===== src/rtl/fp32_mul_post_if.sv =====
// Handshake and data bundle for the fp32 multiply output stage.
// out_flags exists only when FP_MUL_FLAGS_EN is defined.
interface fp32_mul_post_if;
  logic        in_valid;
  logic        in_ready;
  logic [31:0] in_a;
  logic [31:0] in_b;
  logic [47:0] in_prod;
  logic        out_valid;
  logic        out_ready;
  logic [31:0] out_res;
`ifdef FP_MUL_FLAGS_EN
  logic [3:0]  out_flags;
`endif

  modport master (
    output in_valid, in_a, in_b, in_prod, out_ready,
    input  in_ready, out_valid, out_res
`ifdef FP_MUL_FLAGS_EN
    , input out_flags
`endif
  );

  modport slave (
    input  in_valid, in_a, in_b, in_prod, out_ready,
    output in_ready, out_valid, out_res
`ifdef FP_MUL_FLAGS_EN
    , output out_flags
`endif
  );
endinterface


===== src/rtl/fp32_mul_post.sv =====
// fp32 multiply output stage: classify/normalise (S1), round/pack (S2), valid/ready.
// Optional macro FP_MUL_FLAGS_EN adds out_flags = {invalid, overflow, underflow, inexact}.
module fp32_mul_post #(
  parameter bit          RNE  = 1'b1,
  parameter logic [31:0] QNAN = 32'h7FC00000
) (
  input logic            clk,
  input logic            rst,
  fp32_mul_post_if.slave io
);

  typedef struct packed {
    logic        sign;
    logic        nan;
    logic        inf;
    logic        zero;
`ifdef FP_MUL_FLAGS_EN
    logic        inv;
`endif
    logic [22:0] mant;
    logic        g;
    logic        st;
    logic [9:0]  e;
  } s1_t;

  s1_t         s1_q, s1_d, s1_new;
  logic        s1_v_q, s1_v_d;
  logic        out_valid_q, out_valid_d;
  logic [31:0] out_res_q, out_res_d, res;
`ifdef FP_MUL_FLAGS_EN
  logic [3:0]  out_flags_q, out_flags_d, flg;
`endif

  logic        s2_load, s1_load;
  logic [7:0]  ea, eb;
  logic [22:0] fa, fb;
  logic        a_zero, b_zero, a_inf, b_inf, a_nan, b_nan;
  logic        inc, carry, ovf, unf;
  logic [22:0] mant_r;
  logic [9:0]  e_r;

  assign s2_load     = !out_valid_q || io.out_ready;
  assign s1_load     = !s1_v_q || s2_load;
  assign io.in_ready = s1_load;
  assign io.out_valid = out_valid_q;
  assign io.out_res   = out_res_q;
`ifdef FP_MUL_FLAGS_EN
  assign io.out_flags = out_flags_q;
`endif

  always_comb begin
    ea = io.in_a[30:23];
    eb = io.in_b[30:23];
    fa = io.in_a[22:0];
    fb = io.in_b[22:0];
    a_zero = (ea == '0);
    b_zero = (eb == '0);
    a_inf  = (ea == '1) && (fa == '0);
    b_inf  = (eb == '1) && (fb == '0);
    a_nan  = (ea == '1) && (fa != '0);
    b_nan  = (eb == '1) && (fb != '0);

    s1_new      = '0;
    s1_new.sign = io.in_a[31] ^ io.in_b[31];
    s1_new.nan  = a_nan || b_nan || (a_inf && b_zero) || (b_inf && a_zero);
    s1_new.inf  = a_inf || b_inf;
    s1_new.zero = a_zero || b_zero;
`ifdef FP_MUL_FLAGS_EN
    s1_new.inv  = (a_inf && b_zero) || (b_inf && a_zero) ||
                  (a_nan && !fa[22]) || (b_nan && !fb[22]);
`endif
    if (io.in_prod[47]) begin
      s1_new.mant = io.in_prod[46:24];
      s1_new.g    = io.in_prod[23];
      s1_new.st   = |io.in_prod[22:0];
    end else begin
      s1_new.mant = io.in_prod[45:23];
      s1_new.g    = io.in_prod[22];
      s1_new.st   = |io.in_prod[21:0];
    end
    // Modular 10-bit sum: reads back as two's complement of ea+eb-127+n.
    s1_new.e = {2'b00, ea} + {2'b00, eb} + {9'd0, io.in_prod[47]} - 10'd127;

    s1_v_d = s1_load ? io.in_valid : s1_v_q;
    s1_d   = (s1_load && io.in_valid) ? s1_new : s1_q;
  end

  always_comb begin
    inc             = RNE && s1_q.g && (s1_q.st || s1_q.mant[0]);
    {carry, mant_r} = {1'b0, s1_q.mant} + {23'd0, inc};
    e_r             = s1_q.e + {9'd0, carry};
    ovf             = !e_r[9] && (e_r >= 10'd255);
    unf             = e_r[9] || (e_r == 10'd0);

    res = {s1_q.sign, e_r[7:0], mant_r};
`ifdef FP_MUL_FLAGS_EN
    flg = {1'b0, 1'b0, 1'b0, s1_q.g || s1_q.st};
`endif
    if (s1_q.nan) begin
      res = QNAN;
`ifdef FP_MUL_FLAGS_EN
      flg = {s1_q.inv, 3'b000};
`endif
    end else if (s1_q.inf) begin
      res = {s1_q.sign, 8'hFF, 23'd0};
`ifdef FP_MUL_FLAGS_EN
      flg = '0;
`endif
    end else if (s1_q.zero) begin
      res = {s1_q.sign, 31'd0};
`ifdef FP_MUL_FLAGS_EN
      flg = '0;
`endif
    end else if (ovf) begin
      res = RNE ? {s1_q.sign, 8'hFF, 23'd0} : {s1_q.sign, 31'h7F7FFFFF};
`ifdef FP_MUL_FLAGS_EN
      flg = 4'b0101;
`endif
    end else if (unf) begin
      res = {s1_q.sign, 31'd0};
`ifdef FP_MUL_FLAGS_EN
      flg = 4'b0011;
`endif
    end

    out_valid_d = s2_load ? s1_v_q : out_valid_q;
    out_res_d   = (s2_load && s1_v_q) ? res : out_res_q;
`ifdef FP_MUL_FLAGS_EN
    out_flags_d = (s2_load && s1_v_q) ? flg : out_flags_q;
`endif
  end

  always_ff @(posedge clk) begin
    if (rst) begin
      s1_v_q      <= '0;
      s1_q        <= '0;
      out_valid_q <= '0;
      out_res_q   <= '0;
`ifdef FP_MUL_FLAGS_EN
      out_flags_q <= '0;
`endif
    end else begin
      s1_v_q      <= s1_v_d;
      s1_q        <= s1_d;
      out_valid_q <= out_valid_d;
      out_res_q   <= out_res_d;
`ifdef FP_MUL_FLAGS_EN
      out_flags_q <= out_flags_d;
`endif
    end
  end

endmodule

===== src/flat_wrapper.sv =====
// flat-port wrapper written by rule: the top's interface ports become plain ports
module fp32_mul_post_flat 
#(
  parameter bit          RNE  = 1'b1,
  parameter logic [31:0] QNAN = 32'h7FC00000
)
  (clk, rst, io_in_valid, io_in_a, io_in_b, io_in_prod, io_out_ready, io_in_ready, io_out_valid, io_out_res);
  fp32_mul_post_if io_i ();
  input logic clk;
  input logic rst;
  input wire logic [$bits(io_i.in_valid)-1:0] io_in_valid;
  input wire logic [$bits(io_i.in_a)-1:0] io_in_a;
  input wire logic [$bits(io_i.in_b)-1:0] io_in_b;
  input wire logic [$bits(io_i.in_prod)-1:0] io_in_prod;
  input wire logic [$bits(io_i.out_ready)-1:0] io_out_ready;
  output wire logic [$bits(io_i.in_ready)-1:0] io_in_ready;
  output wire logic [$bits(io_i.out_valid)-1:0] io_out_valid;
  output wire logic [$bits(io_i.out_res)-1:0] io_out_res;
  assign io_i.in_valid = io_in_valid;
  assign io_i.in_a = io_in_a;
  assign io_i.in_b = io_in_b;
  assign io_i.in_prod = io_in_prod;
  assign io_i.out_ready = io_out_ready;
  assign io_in_ready = io_i.in_ready;
  assign io_out_valid = io_i.out_valid;
  assign io_out_res = io_i.out_res;
  fp32_mul_post #(.RNE(RNE), .QNAN(QNAN)) u_core (.clk(clk), .rst(rst), .io(io_i));
endmodule

===== config.mk =====
export PLATFORM = sky130hd
export DESIGN_NAME = fp32_mul_post_flat
export DESIGN_NICKNAME = d
export VERILOG_FILES = /design/src/rtl/fp32_mul_post_if.sv /design/src/rtl/fp32_mul_post.sv /design/src/flat_wrapper.sv
export SDC_FILE = /design/constraint.sdc
export NUM_CORES = 1
export LEC_CHECK = 0
export CAP_MARGIN = 5
export CORE_MARGIN = 5
export CORE_UTILIZATION = 46
export CTS_CLUSTER_SIZE = 25
export DETAILED_ROUTE_END_ITERATION = 8
export PLACE_DENSITY = 0.82
export SYNTH_ARGS = -nofsm -noshare
export SYNTH_HDL_FRONTEND = slang
export SYNTH_SLANG_ARGS = --single-unit

===== constraint.sdc =====
create_clock -name clk -period 4.8 [get_ports clk]
set_input_delay 0.96 -clock clk [delete_from_list [all_inputs] [get_ports clk]]
set_output_delay 0.96 -clock clk [all_outputs]
set_load 0.05 [all_outputs]

; Word-level counts from Yosys, hierarchy flattened
; Index checks and enable logic that the tools add are counted.
[totals]
reg_bits = 73
input_bits = 116
out_inout_bits = 34
word_cells = 57
[op_classes]
n_addsub = 5
order_cmp = 1
eq_ne = 2
mux = 6
bitwise = 1
reduce_logical = 31
[op_table]
columns = operator, n
row1 = $mux W31, 4
row2 = $logic_not A23 Y1, 2
row3 = $reduce_bool A23 Y1, 2
row4 = $mux W32, 1
row5 = $mux W25, 1
row6 = $add A23 B1 Y24, 1
row7 = $reduce_or A23 Y1, 1
row8 = $reduce_or A22 Y1, 1
row9 = $add A10 B1 Y10, 2
row10 = $eq A8 B8 Y1 const B, 2
row11 = $logic_not A8 Y1, 2
row12 = $ge A10 B8 Y1 const B, 1
row13 = $logic_and A1 B1 Y1, 10
row14 = $logic_not A10 Y1, 1
row15 = $sub A10 B7 Y10 const B, 1
row16 = $add A8 B8 Y9, 1
row17 = $logic_or A1 B1 Y1, 9
row18 = $logic_not A1 Y1, 3
row19 = $xor A1 B1 Y1, 1

; Longest topological paths before layout
; Gate-level depths: netlist of run 1.
[depth]
ltp_word = 11
ltp_mapped = 17
ltp_nobuf = 15

; Worst setup path after synthesis of run 1
; OpenSTA, ideal clock, no wires.
[synth_timing]
kind = register to register
startpoint = register u_core.s1_q[12] in the netlist's numbering
endpoint = register u_core.out_res_q[20], in the netlist u_core.io.out_res[20]
arrival_time_ns = 3.573
required_time_ns = 4.733
slack_ns = 1.160
stages_incl_launch_ff = 18
synth_period_minus_slack_ns = 3.640
path_cell_list = dfxtp_1 o21a_1 ha_1 nand3_1 nor2_1 nand3_1 nor2_1 and3_1 ha_1 ha_1 buf_2 nand3_1 nor3_1 a211oi_1 a311o_2 or4b_4 buf_6 o21ai_2
[synth_via]
elab_chain_len = 11
elab_cells_between_ends = 14
[synth_lines]
columns = item, line_no
row1 = from (decl), fp32_mul_post.sv:26  ; s1_t s1_q, s1_d, s1_new;
row2 = from (signal assigned), fp32_mul_post.sv:136  ; s1_q <= '0;
row3 = from (signal assigned), fp32_mul_post.sv:144  ; s1_q <= s1_d;
row4 = $logic_or A1 B1 Y1, fp32_mul_post.sv:89  ; inc = RNE && s1_q.g && (s1_q.st || s1_q.mant[0]);
row5 = $logic_and A1 B1 Y1, fp32_mul_post.sv:89
row6 = $add A23 B1 Y24 *, fp32_mul_post.sv:90  ; {carry, mant_r} = {1'b0, s1_q.mant} + {23'd0, inc};
row7 = branches (longest 4 deep; another with $add A10 B1 Y10), --
row8 = $mux W31 *, fp32_mul_post.sv:114  ; end else if (ovf) begin
row9 = $mux W31 *, fp32_mul_post.sv:109  ; end else if (s1_q.zero) begin
row10 = $mux W31 *, fp32_mul_post.sv:104  ; end else if (s1_q.inf) begin
row11 = $mux W32 *, fp32_mul_post.sv:99  ; if (s1_q.nan) begin
row12 = to (signal assigned), fp32_mul_post.sv:146  ; out_res_q <= out_res_d;
row13 = to (decl), fp32_mul_post.sv:29  ; logic [31:0] out_res_q, out_res_d, res;
; Every way passes the cells marked *.
; A chain may end at the register's enable or synchronous reset.

; Worst setup path in the final report of run 1
[layout_timing]
startpoint = register u_core.s1_q[12] in the netlist's numbering
endpoint = register u_core.out_res_q[5], in the netlist u_core.io.out_res[5]
; The elaborated chain is that of the path after synthesis.

==> metrics, run 1 <==
worst-case clock buffer depth 2; drt total wl ~11000 um; aggregate global-route resource usage 20.1%; data required time of the worst path about 5.1 ns; top-area cell type share of the netlist area between 30% and 40%; IO Pins 150; number of global-route vias before repair about 4.2k; global-route congestion overflow total 0; CP delay by family, top simple AND/OR/NAND/NOR gates; count of flip-flops with a built-in enable after synthesis 0; total of cells resized after clock tree synthesis 0; number of iterations in the first detailed-routing pass 4; wire length of the first global-routing pass between 15000 and 20000 um; static leakage power 2.17 nW; Hold WC Path Type flip-flop to flip-flop; number of CTS-inserted buffers 9; startpoint of the tightest hold check path u_core.io.out_res[15]$_SDFFE_PP0P_; Critical Path Max Stage Delay 0.69 ns; clock insertion delay at the later pin of the skew report 0.35 ns; fraction of final layout cells sized beyond drive strength 1 roughly 9%; sequential share of the synthesized area 34.6%; final-layout setup total negative slack 0 ns; H-tree lvl count 3; max-cap violations 0; slowest stage cell on the critical path sky130_fd_sc_hd__or4b_4; number of max-slew violations in the final report 0; Core ar. 9110 um2; DRT antenna net count 0; number of vias per cell around 5.5; number of design rule violations left after detail routing 0; setup repair after global routing missed its margin no; hold violation total from the final report 0; pre-CTS setup slack between 0.5 and 0.6 ns; estimated wirelength of the detail-placed design between 9000 and 10000 um; run status finished clean; detail-routed net length per standard cell 15.0 um; Max Clk Rate roughly 240 MHz; endpoint class of the critical path flip-flop; Die Y 106 um; Starting DRT DRC Count 150; proportion of synthesized flip-flops having asynchronous set or reset 0%; post-synthesis area per instance around 8.4 um2; final weighted congestion in routability-driven placement 0.865; summed instance area of the synthesized netlist between 4000 and 5000 um2; Cells after Synth 500; worst hold path cell count 2; top cells by area in the synthesized netlist sky130_fd_sc_hd__dfxtp_1, sky130_fd_sc_hd__a211oi_1, sky130_fd_sc_hd__mux2i_1, sky130_fd_sc_hd__nor2_1, sky130_fd_sc_hd__xnor2_1; initial core utilization 46.3%; reg-to-reg slack, setup around 0.55 ns; depth of the worst register-to-register path 15; worst setup skew after layout ~0.0094 ns; reg2reg end u_core.io.out_res[5]$_SDFFE_PP0P_; port bufs between 100 and 150; overall via count from detail_route 4158; most used flip-flop cell after synthesis sky130_fd_sc_hd__dfxtp_1; library cell occupying the most area in the post-synthesis netlist sky130_fd_sc_hd__dfxtp_1; capture endpoint of the worst hold path u_core.io.out_res[15]$_SDFFE_PP0P_; number of antenna violations at the first check in global routing 0; Total Die Area around 11000 um2; chain of cells forming the critical path o21a_1 > ha_1 > nand3_1 > nor2_1 > nand3_1 > nor2_1 > and3_1 > ha_1 > ha_1 > nand3_1 > nor3_1 > a211oi_1 > a311o_2 > or4b_4 > o21ai_2; flop and latch count out of synthesis between 70 and 80; CTS tree yes; Critical Path AT about 4.5 ns; nets@finish 771; Synthesized Nets about 630; synth warn 0; cell at the root of the clock tree sky130_fd_sc_hd__clkbuf_8; Die Span X 106 um; antenna diode count 0; TritonCTS sink count between 70 and 80; worst ir drop on vdd between 100 and 150 uV; CP Buf/Inv Count 0; number of setup buffers added after CTS 0; number of hold-repair buffers added at the cts stage 0; time the worst path needs with I/O delays and setup 4.25 ns; largest driver fanout on the critical path 22; leading cell type by number of instances after synthesis sky130_fd_sc_hd__dfxtp_1; largest net degree at the start of global routing 55; worst setup path category flip-flop to flip-flop; signed area change from the synthesized netlist to the final layout 41.6%; share of the cycle needed by the critical path after routing 88.6%; Relative slew margins 39.4%; actual transition at the worst max-transition pin 0.910 ns; number of distinct standard cells referenced by the synthesized netlist between 50 and 60; total number of placement rows 35; RR Startpoint u_core.s1_q[12]$_SDFFE_PP0P_; type of element launching the critical path flip-flop; Post-synth top cells sky130_fd_sc_hd__dfxtp_1, sky130_fd_sc_hd__nor2_1, sky130_fd_sc_hd__nand2_1; clock-pin slew reported for the worst setup and hold paths after clock tree synthesis ~0.080 ns; setup slack after layout between 0.5 and 0.6 ns; power density over the cells 266 nW/um2; final setup violating endpoints 0
[worst min-delay path, cell delays in order, from the launching register on]
cell and delay [ns]:
sky130_fd_sc_hd__dfxtp_1 0.33, sky130_fd_sc_hd__nand2_1 0.06, sky130_fd_sc_hd__o21ai_2 0.04
[power by group]
group          internal (mW)  total, mW  switching, mW
combinational          0.202      0.401          0.198
clock                  0.271      0.501          0.231
sequential             0.646      0.688         0.0426
total                   1.12       1.59          0.472
[cell type report]
| type | count | area (um2) |
|---|---|---|
| Clock buffer | 11 | 151 |
| Clock inverter | 5 | 62.6 |
| Fill cell | 750 | 3130 |
| Inverter | 13 | 48.8 |
| Multi-Input combinational cell | 389 | 2580 |
| Sequential cell | 73 | 1460 |
| Tap cell | 111 | 139 |
| Timing Repair Buffer | 154 | 1530 |
[cells in the final DEF, fill, tap and decap left out, drive strengths merged, types with 3 or more instances in the layout]
master | netlist | routed
o221a | 7 | 7
nand3 | 14 | 14
dfxtp | 73 | 73
xnor2 | 24 | 24
nand2 | 52 | 52
xor2 | 14 | 14
o21a | 5 | 5
nor4 | 21 | 21
clkbuf | 17 | 11
buf | 6 | 5
clkdlybuf4s50 | 0 | 149
nor3 | 14 | 14
ha | 14 | 14
mux2i | 25 | 25
nand4 | 14 | 14
a21oi | 10 | 10
or3 | 3 | 3
and4 | 3 | 3
and2 | 3 | 3
inv | 13 | 14
o21ai | 26 | 26
and3 | 8 | 8
nor2 | 66 | 66
a211oi | 34 | 34
[cell families (layout without fill, tap and decap cells)]
| logic type | after synthesis | in the layout | synth area share [%] |
|---|---|---|---|
| xor gates and xnor gates | 38 | 38 | 7.89 |
| and+or+nand+nor | 208 | 208 | 23.6 |
| adders and majority gates | 15 | 15 | 4.63 |
| muxes | 25 | 25 | 5.93 |
| AOI/OAI and AO/OA | 103 | 103 | 19.1 |
| buffers and inverters | 38 | 183 | 4.21 |
| DFF | 73 | 73 | 34.6 |
[stage by stage]
step           utilization, %  hold WS, ns  power [mW]  cells  area (um2)
6_report                 65.6        0.456        1.59    756        5970
5_1_grt                  65.6        0.483        1.66    756        5970
4_1_cts                  65.6        0.459        1.60    756        5970
3_5_place_dp             63.2        0.441        1.10    740        5760
3_3_place_gp             63.2        0.437        1.09    740        5760
2_1_floorplan               -        0.463       0.931    500        4220
[routing by layer]
metal  vias up  part of all wire, %  global-route usage, %
met5         -                    0                      0
met4         0                  2.0                   8.23
met3        19                  7.8                   2.69
met2       166                   48                   35.7
met1      1862                   42                   24.3
li1       2111                    -                      -
[how the worst max path moves through the flow]
stage / start / end / slack (ns) / cells past startpoint
after floorplan: u_core.s1_q[12]$_SDFFE_PP0P_ / u_core.io.out_res[20]$_SDFFE_PP0P_ / 1.16 / 17
after global placement: u_core.s1_q[12]$_SDFFE_PP0P_ / u_core.io.out_res[12]$_SDFFE_PP0P_ / 0.74 / 15
after detailed placement: u_core.s1_q[12]$_SDFFE_PP0P_ / u_core.io.out_res[12]$_SDFFE_PP0P_ / 0.56 / 15
after CTS: u_core.s1_q[12]$_SDFFE_PP0P_ / u_core.io.out_res[12]$_SDFFE_PP0P_ / 0.55 / 15
after global routing: u_core.s1_q[12]$_SDFFE_PP0P_ / u_core.io.out_res[11]$_SDFFE_PP0P_ / 0.18 / 15
final: u_core.s1_q[12]$_SDFFE_PP0P_ / u_core.io.out_res[5]$_SDFFE_PP0P_ / 0.55 / 15
[state kept, by name, indices dropped and copies added, names as in the netlist]
| register | count |
|---|---|
| u_core.s1_q | 39 |
| u_core.io.out_res | 32 |
| u_core.io.out_valid | 1 |
| u_core.s1_v_q | 1 |
Power figures use the tool's default switching activity.
==> inputs of run 2 (changes only) <==
SETUP_SLACK_MARGIN = 0.02   (was default)
==> results of run 2 <==
Same layout as run 1: the final DEF is identical, and so are final timing and power.
==> inputs of run 3 (changes only) <==
ABC_AREA = 1   (was default)
CORE_UTILIZATION = 47   (was 46)
PLACE_DENSITY = 0.81   (was 0.82)
==> metrics, run 3 <==
Critical Path AT 2.38 ns; Cell Count Post-Placement approximately 980; sequential fraction of design power between 40% and 50%; sequential share of the synthesized area 31.3%; Max Clk Rate 299 MHz; wire length of the first global-routing pass 21700 um; number of antenna violations at the first check in global routing 0; final-layout setup total negative slack 0 ns; actual transition at the worst max-transition pin approximately 0.86 ns; nets@finish between 900 and 1k; Hold WC Path Type flip-flop to flip-flop; aggregate global-route resource usage around 23%; post-route insts no fill around 990; startpoint of the worst setup timing path io_out_ready; flop and latch count out of synthesis 73; clock insertion delay at the later pin of the skew report around 0.36 ns; endpoint class of the critical path primary output; Starting DRT DRC Count roughly 320; post-synthesis area per instance ~6.5 um2; largest net degree at the start of global routing 38; max-cap violations 0; largest driver fanout on the critical path 3; overall via count from detail_route between 5k and 6k; Synthesized Nets approximately 850; proportion of synthesized flip-flops having asynchronous set or reset 0%; TritonCTS sink count 73; setup slack after layout 1.46 ns; run status finished clean; number of max-slew violations in the final report 0; signed area change from the synthesized netlist to the final layout 37.7%; initial core utilization about 48%; worst-case clock buffer depth 2; depth of the worst register-to-register path 15; Post-synth top cells sky130_fd_sc_hd__nand2_1, sky130_fd_sc_hd__dfxtp_1, sky130_fd_sc_hd__inv_1; Met3 Routed Length between 1000 and 1500 um; reg2reg end u_core.io.out_res[0]$_SDFFE_PP0P_; hold violation total from the final report 0; summed instance area of the synthesized netlist ~4700 um2; number of global-route vias before repair 4859; Most flops, register u_core.s1_q; Total Die Area around 12000 um2; Internal ~1.1 mW; Die Y about 110 um; pre-CTS setup slack 1.27 ns; global-route congestion overflow total 0; estimated wirelength of the detail-placed design roughly 11000 um; CTS tree yes; clock-pin slew reported for the worst setup and hold paths after clock tree synthesis around 0.080 ns; combinational cell fraction of total power between 20% and 30%; synth warn 0; DRT antenna net count 0; number of design rule violations left after detail routing 0; Relative slew margins a little over two fifths; number of iterations in the first detailed-routing pass 5; count of flip-flops with a built-in enable after synthesis 0; worst setup skew after layout 0.0155 ns; power density over the cells 251 nW/um2; cell at the root of the clock tree sky130_fd_sc_hd__clkbuf_8; top library cells by usage in the layout, fill and taps aside sky130_fd_sc_hd__nand2_1, sky130_fd_sc_hd__clkdlybuf4s50_1, sky130_fd_sc_hd__dfxtp_1, sky130_fd_sc_hd__inv_1, sky130_fd_sc_hd__nor2_1; library cell occupying the most area in the post-synthesis netlist sky130_fd_sc_hd__dfxtp_1; most used flip-flop cell after synthesis sky130_fd_sc_hd__dfxtp_1; Met1 Routed Length 5770 um; sum of met2 wire segment lengths after detailed routing 6310 um; total number of placement rows 36; drt total wl ~13000 um; number of hold-repair buffers added at the cts stage 0; port bufs 149; setup repair after global routing missed its margin no; data required time of the worst path around 3.8 ns; share of power burned in the clock network a little under a third; final weighted congestion in routability-driven placement 0.874; Cells after Synth a little over 700; final setup violating endpoints 0; CP endpoint io_in_ready; detail-routed net length per standard cell between 10 and 15 um; most common library cell in the layout ignoring fill and taps sky130_fd_sc_hd__nand2_1; top-area cell type share of the netlist area a little under a third; leading cell type by number of instances after synthesis sky130_fd_sc_hd__nand2_1; antenna diode count 0; RR Startpoint u_core.s1_q[12]$_SDFFE_PP0P_; top cells by area in the synthesized netlist sky130_fd_sc_hd__dfxtp_1, sky130_fd_sc_hd__nand2_1, sky130_fd_sc_hd__inv_1, sky130_fd_sc_hd__a21oi_1, sky130_fd_sc_hd__o21ai_0; worst ir drop on vdd 143 uV; H-tree lvl count 3; Die Span X around 110 um; Core ar. roughly 9700 um2; worst setup path category input port to primary output; top layer in use met4; number of vias per cell roughly 5.2; number of setup buffers added after CTS 0; reg-to-reg slack, setup ~1.5 ns; Final Util between 60% and 70%; switching portion of total power 32.0%; share of the cycle needed by the critical path after routing approximately 70%; IO Pins 150; reported net switching power between 0.5 and 0.6 mW; max FFs per register 39; type of element launching the critical path input port; fraction of final layout cells sized beyond drive strength 1 about 4.4%; time the worst path needs with I/O delays and setup ~3.3 ns; static leakage power between 2 and 3 nW; number of CTS-inserted buffers 9; number of distinct standard cells referenced by the synthesized netlist between 40 and 50; total of cells resized after clock tree synthesis 0
## run 3: final cells by class
type / count / area, um2
repair buffers: 154 / 1530
clock inverters: 6 / 66.3
fillers: 890 / 3310
inverters: 72 / 270
clock buffers: 10 / 138
flip-flops and latches: 73 / 1460
multi-input cells: 544 / 2790
well taps: 133 / 166
## run 3: per-stage QoR
step           hold WS [ns]  power, mW  area (um2)
2_1_floorplan         0.466      0.961        4660
3_3_place_gp          0.454       1.13        6220
3_5_place_dp          0.458       1.14        6220
4_1_cts               0.470       1.62        6420
5_1_grt               0.495       1.71        6420
6_report              0.469       1.61        6420
## run 3: cell families after synthesis
family,after synthesis,share of synthesized area (%)
simple gates,375,35.7
flops,73,31.3
fa+ha+maj,15,4.19
compound gates,132,15.5
buf+inv,101,8.85
xor+xnor,22,4.45
## run 3: routing by layer
layer	track usage, %	vias up
li1	-	2671
met1	29.0	2275
met2	37.8	186
met3	5.40	16
met4	6.50	0
met5	0	-
## run 3: how the worst min path moves through the flow
stage | from | slack, ns | depth (start not counted) | to
floorplan | u_core.s1_q[38]$_SDFFE_PP0P_ | 0.47 | 2 | u_core.io.out_res[31]$_SDFFE_PP0P_
global placement | u_core.io.out_res[14]$_SDFFE_PP0P_ | 0.45 | 2 | u_core.io.out_res[14]$_SDFFE_PP0P_
detailed placement | u_core.io.out_res[14]$_SDFFE_PP0P_ | 0.46 | 2 | u_core.io.out_res[14]$_SDFFE_PP0P_
CTS | u_core.io.out_res[14]$_SDFFE_PP0P_ | 0.47 | 2 | u_core.io.out_res[14]$_SDFFE_PP0P_
global route | u_core.io.out_res[3]$_SDFFE_PP0P_ | 0.50 | 2 | u_core.io.out_res[3]$_SDFFE_PP0P_
finish | u_core.io.out_res[21]$_SDFFE_PP0P_ | 0.47 | 2 | u_core.io.out_res[21]$_SDFFE_PP0P_
## run 3: worst max-delay path, cell delays in order
cell                              delay (ns)
sky130_fd_sc_hd__clkdlybuf4s50_1        0.46
sky130_fd_sc_hd__inv_1                  0.05
sky130_fd_sc_hd__nand3_1                0.10
sky130_fd_sc_hd__clkdlybuf4s50_1        0.82
## run 3: power groups by stage
stage | clock network (mW) | registers (mW) | logic, mW
after global placement | 0 | 0.697 | 0.428
after detailed placement | 0 | 0.698 | 0.438
final | 0.487 | 0.685 | 0.439
after global routing | 0.525 | 0.692 | 0.488
after CTS | 0.493 | 0.685 | 0.440
after floorplan | 0 | 0.726 | 0.236
==> variant (flow settings as in run 2) <==
`RNE` is set to 1'b1 in 2 places; all go to 1'b0.
--- a/src/rtl/fp32_mul_post.sv
+++ b/src/rtl/fp32_mul_post.sv
@@ -1,7 +1,7 @@
 // fp32 multiply output stage: classify/normalise (S1), round/pack (S2), valid/ready.
 // Optional macro FP_MUL_FLAGS_EN adds out_flags = {invalid, overflow, underflow, inexact}.
 module fp32_mul_post #(
-  parameter bit          RNE  = 1'b1,
+  parameter bit          RNE  = 1'b0,
   parameter logic [31:0] QNAN = 32'h7FC00000
 ) (
   input logic            clk,
--- a/src/flat_wrapper.sv
+++ b/src/flat_wrapper.sv
@@ -1,7 +1,7 @@
 // flat-port wrapper written by rule: the top's interface ports become plain ports
 module fp32_mul_post_flat 
 #(
-  parameter bit          RNE  = 1'b1,
+  parameter bit          RNE  = 1'b0,
   parameter logic [31:0] QNAN = 32'h7FC00000
 )
   (clk, rst, io_in_valid, io_in_a, io_in_b, io_in_prod, io_out_ready, io_in_ready, io_out_valid, io_out_res);
Formal check against the unedited RTL: not equivalent (Yosys sat finds a counterexample within 4 cycles, from zero or initial values and one cycle with rst high).
==> variant against run 2 <==
  * Cell count is 12% lower
  * Sequential cell count is 2 lower
  * Sequential power is 3.9% lower
  * Wire length is 11% lower
  * Total power is 0.46% higher
  * Area after synthesis is 15% lower
  * Worst setup slack better by 0.69 ns
  * Design area is 14% lower
==> variant: results (changes against run 2) <==
cts:
  clock-root-buffer: "clkbuf_8"
  post_cts_buffers: 0  # unchanged
  clk_pin_slew_worst_paths_ns: 0.07
  htreeDepth: 3  # unchanged
  worstSkewPairLatency_ns: 0.35  # about the same
  cts_inserted_buffers: 9  # unchanged
  cts_repair_resize_count: 0  # unchanged
  clockBufferDepth: 2  # unchanged
outcome:
  outcome: "finished, final reports clean"
timing:
  fin_skew_ns: 0.00752  # -0.00191 ns
  maxSlewViolCount: 0  # unchanged
  relSlewSlack: 0.208  # -0.185
setup_path:
  cp_max_fo: 5  # -77%
  cp.arrival_ns: 2.61  # -1.93 ns
power_and_ir_drop:
  irDropWorstVdd_mv: 0.199  # +62%
  p_leak_nw: 1.92  # -12%
placed_design:
  post-place-ws_ns: 1.22  # +0.667 ns
  dp_hpwl_um: 7570  # -17%
  gp_congestion: 0.881  # +1.9%
  numPortBuffers: 126  # -15%
  place_area_um2: 4910  # -15%
synth:
  synth_seq_area_share: 0.397  # +0.0502
  yosys-mux-area-fraction: 0.0642  # +0.00493
  synthTopCellsByArea: "dfxtp_1, a21oi_1, nor2_1"
  async_flop_share: 0  # unchanged
  synth_compound_area_frac: 0.210  # +0.0195
  yosys_warnings: 0  # unchanged
  synth_cell_type_count: 46  # -16%
  synth.top_cells.by_count: "nor2_1, dfxtp_1, a21oi_1"
  synth_xor_area_frac: 0.0195  # -0.0593
  synth_fa_ha_area_frac: 0.0405  # -0.00576
  synth_nets: 576  # -8.7%
  synth.cell_area_um2: 3580  # -15%
layout:
  fin_nets: 689  # -11%
  regMostFlops: "u_core.s1_q"
  antenna_cells: 0  # unchanged
  fillCellCount: 650  # -13%
  layout-drive-gt1-share: 0.0511  # -0.0388
  largest_reg_flops: 37  # -5.1%
global_routing:
  grt_max_degree: 38  # -31%
  met2_usage: 0.346  # -0.0114
  grtUsageMet1: 0.264  # +0.0217
  grt_pass1_vias: 3473  # -17%
  grt_pass1_wl_um: 16700  # -10%
  antenna_found_initial: 0  # unchanged
  gr-usage-all-layers: 0.209  # +0.00776
  met3_usage: 0.0579  # +0.0309
drt:
  wl_met3_um: 564  # -36%
  first_pass_iters: 4  # unchanged
  drt_iter0_drc: 140  # -6.7%
  maxUsedRoutingLayer: "met4"
  met1Wirelength_um: 4230  # -12%
  viasPerCell: 5.51  # +0.18%
  routed_wl_um: 10100  # -11%
  wl_met2_um: 5100  # -6.5%
worst_hold_path:
  hold_path.class: "reg2reg"
-- variant: cell count changes in the layout (fill, tap and decap cells not counted), sizes merged, moves of 6 or more --
cell,delta
o221a,-7
xnor2,-22
inv,-7
clkdlybuf4s50,-24
nor2,+13
xor2,-8
nand2,-13
nand3,-12
o21ai,-19
a21oi,+52
and3,-6
-- variant: critical path, cell delays in order --
cell,delay [ns]
clkdlybuf4s50_1,0.40
nor2b_1,0.35
nand2_1,0.16
clkdlybuf4s50_1,0.73
-- variant: final cells by class --
class	instances	share of cell area
Clock buffer	11	0.0275
Clock inverter	5	0.0158
Inverter	7	0.00511
Multi-Input combinational cell	343	0.400
Sequential cell	71	0.277
Tap cell	102	0.0248
Timing Repair Buffer	130	0.250
-- variant: kinds of logic after synthesis --
family | Yosys count
AND/OR/NAND/NOR | 181
AO/OA/AOI/OAI | 120
flip-flops | 71
buffers and inverters | 35
multiplexers | 23
adder cells (fa/ha/maj) | 11
XOR/XNOR | 8
-- variant: worst paths after layout --
kind	from	endpoint	slack, ns	depth (start not counted)
worst max-delay path	io_out_ready	io_in_ready	1.23	4
worst min-delay path	u_core.io.out_res[31]	u_core.io.out_res[31]	0.46	2
worst max register to register	u_core.s1_q[0]	u_core.io.out_res[23]	2.43	5
worst min register to register	u_core.io.out_res[31]	u_core.io.out_res[31]	0.46	2
-- variant: metrics by stage --
stage,instances,util
CTS,669,0.672
floorplan,449,-
finish,669,0.672
global placement,653,0.643
detailed placement,653,0.643
global route,669,0.672
-- variant: where the power goes --
part	leakage (nW)	total [mW]	switching, mW	internal, mW
Combinational	1.22	0.414	0.233	0.182
Sequential	0.584	0.661	0.0291	0.632
Clock	0.110	0.523	0.216	0.307
Total	1.92	1.60	0.478	1.12
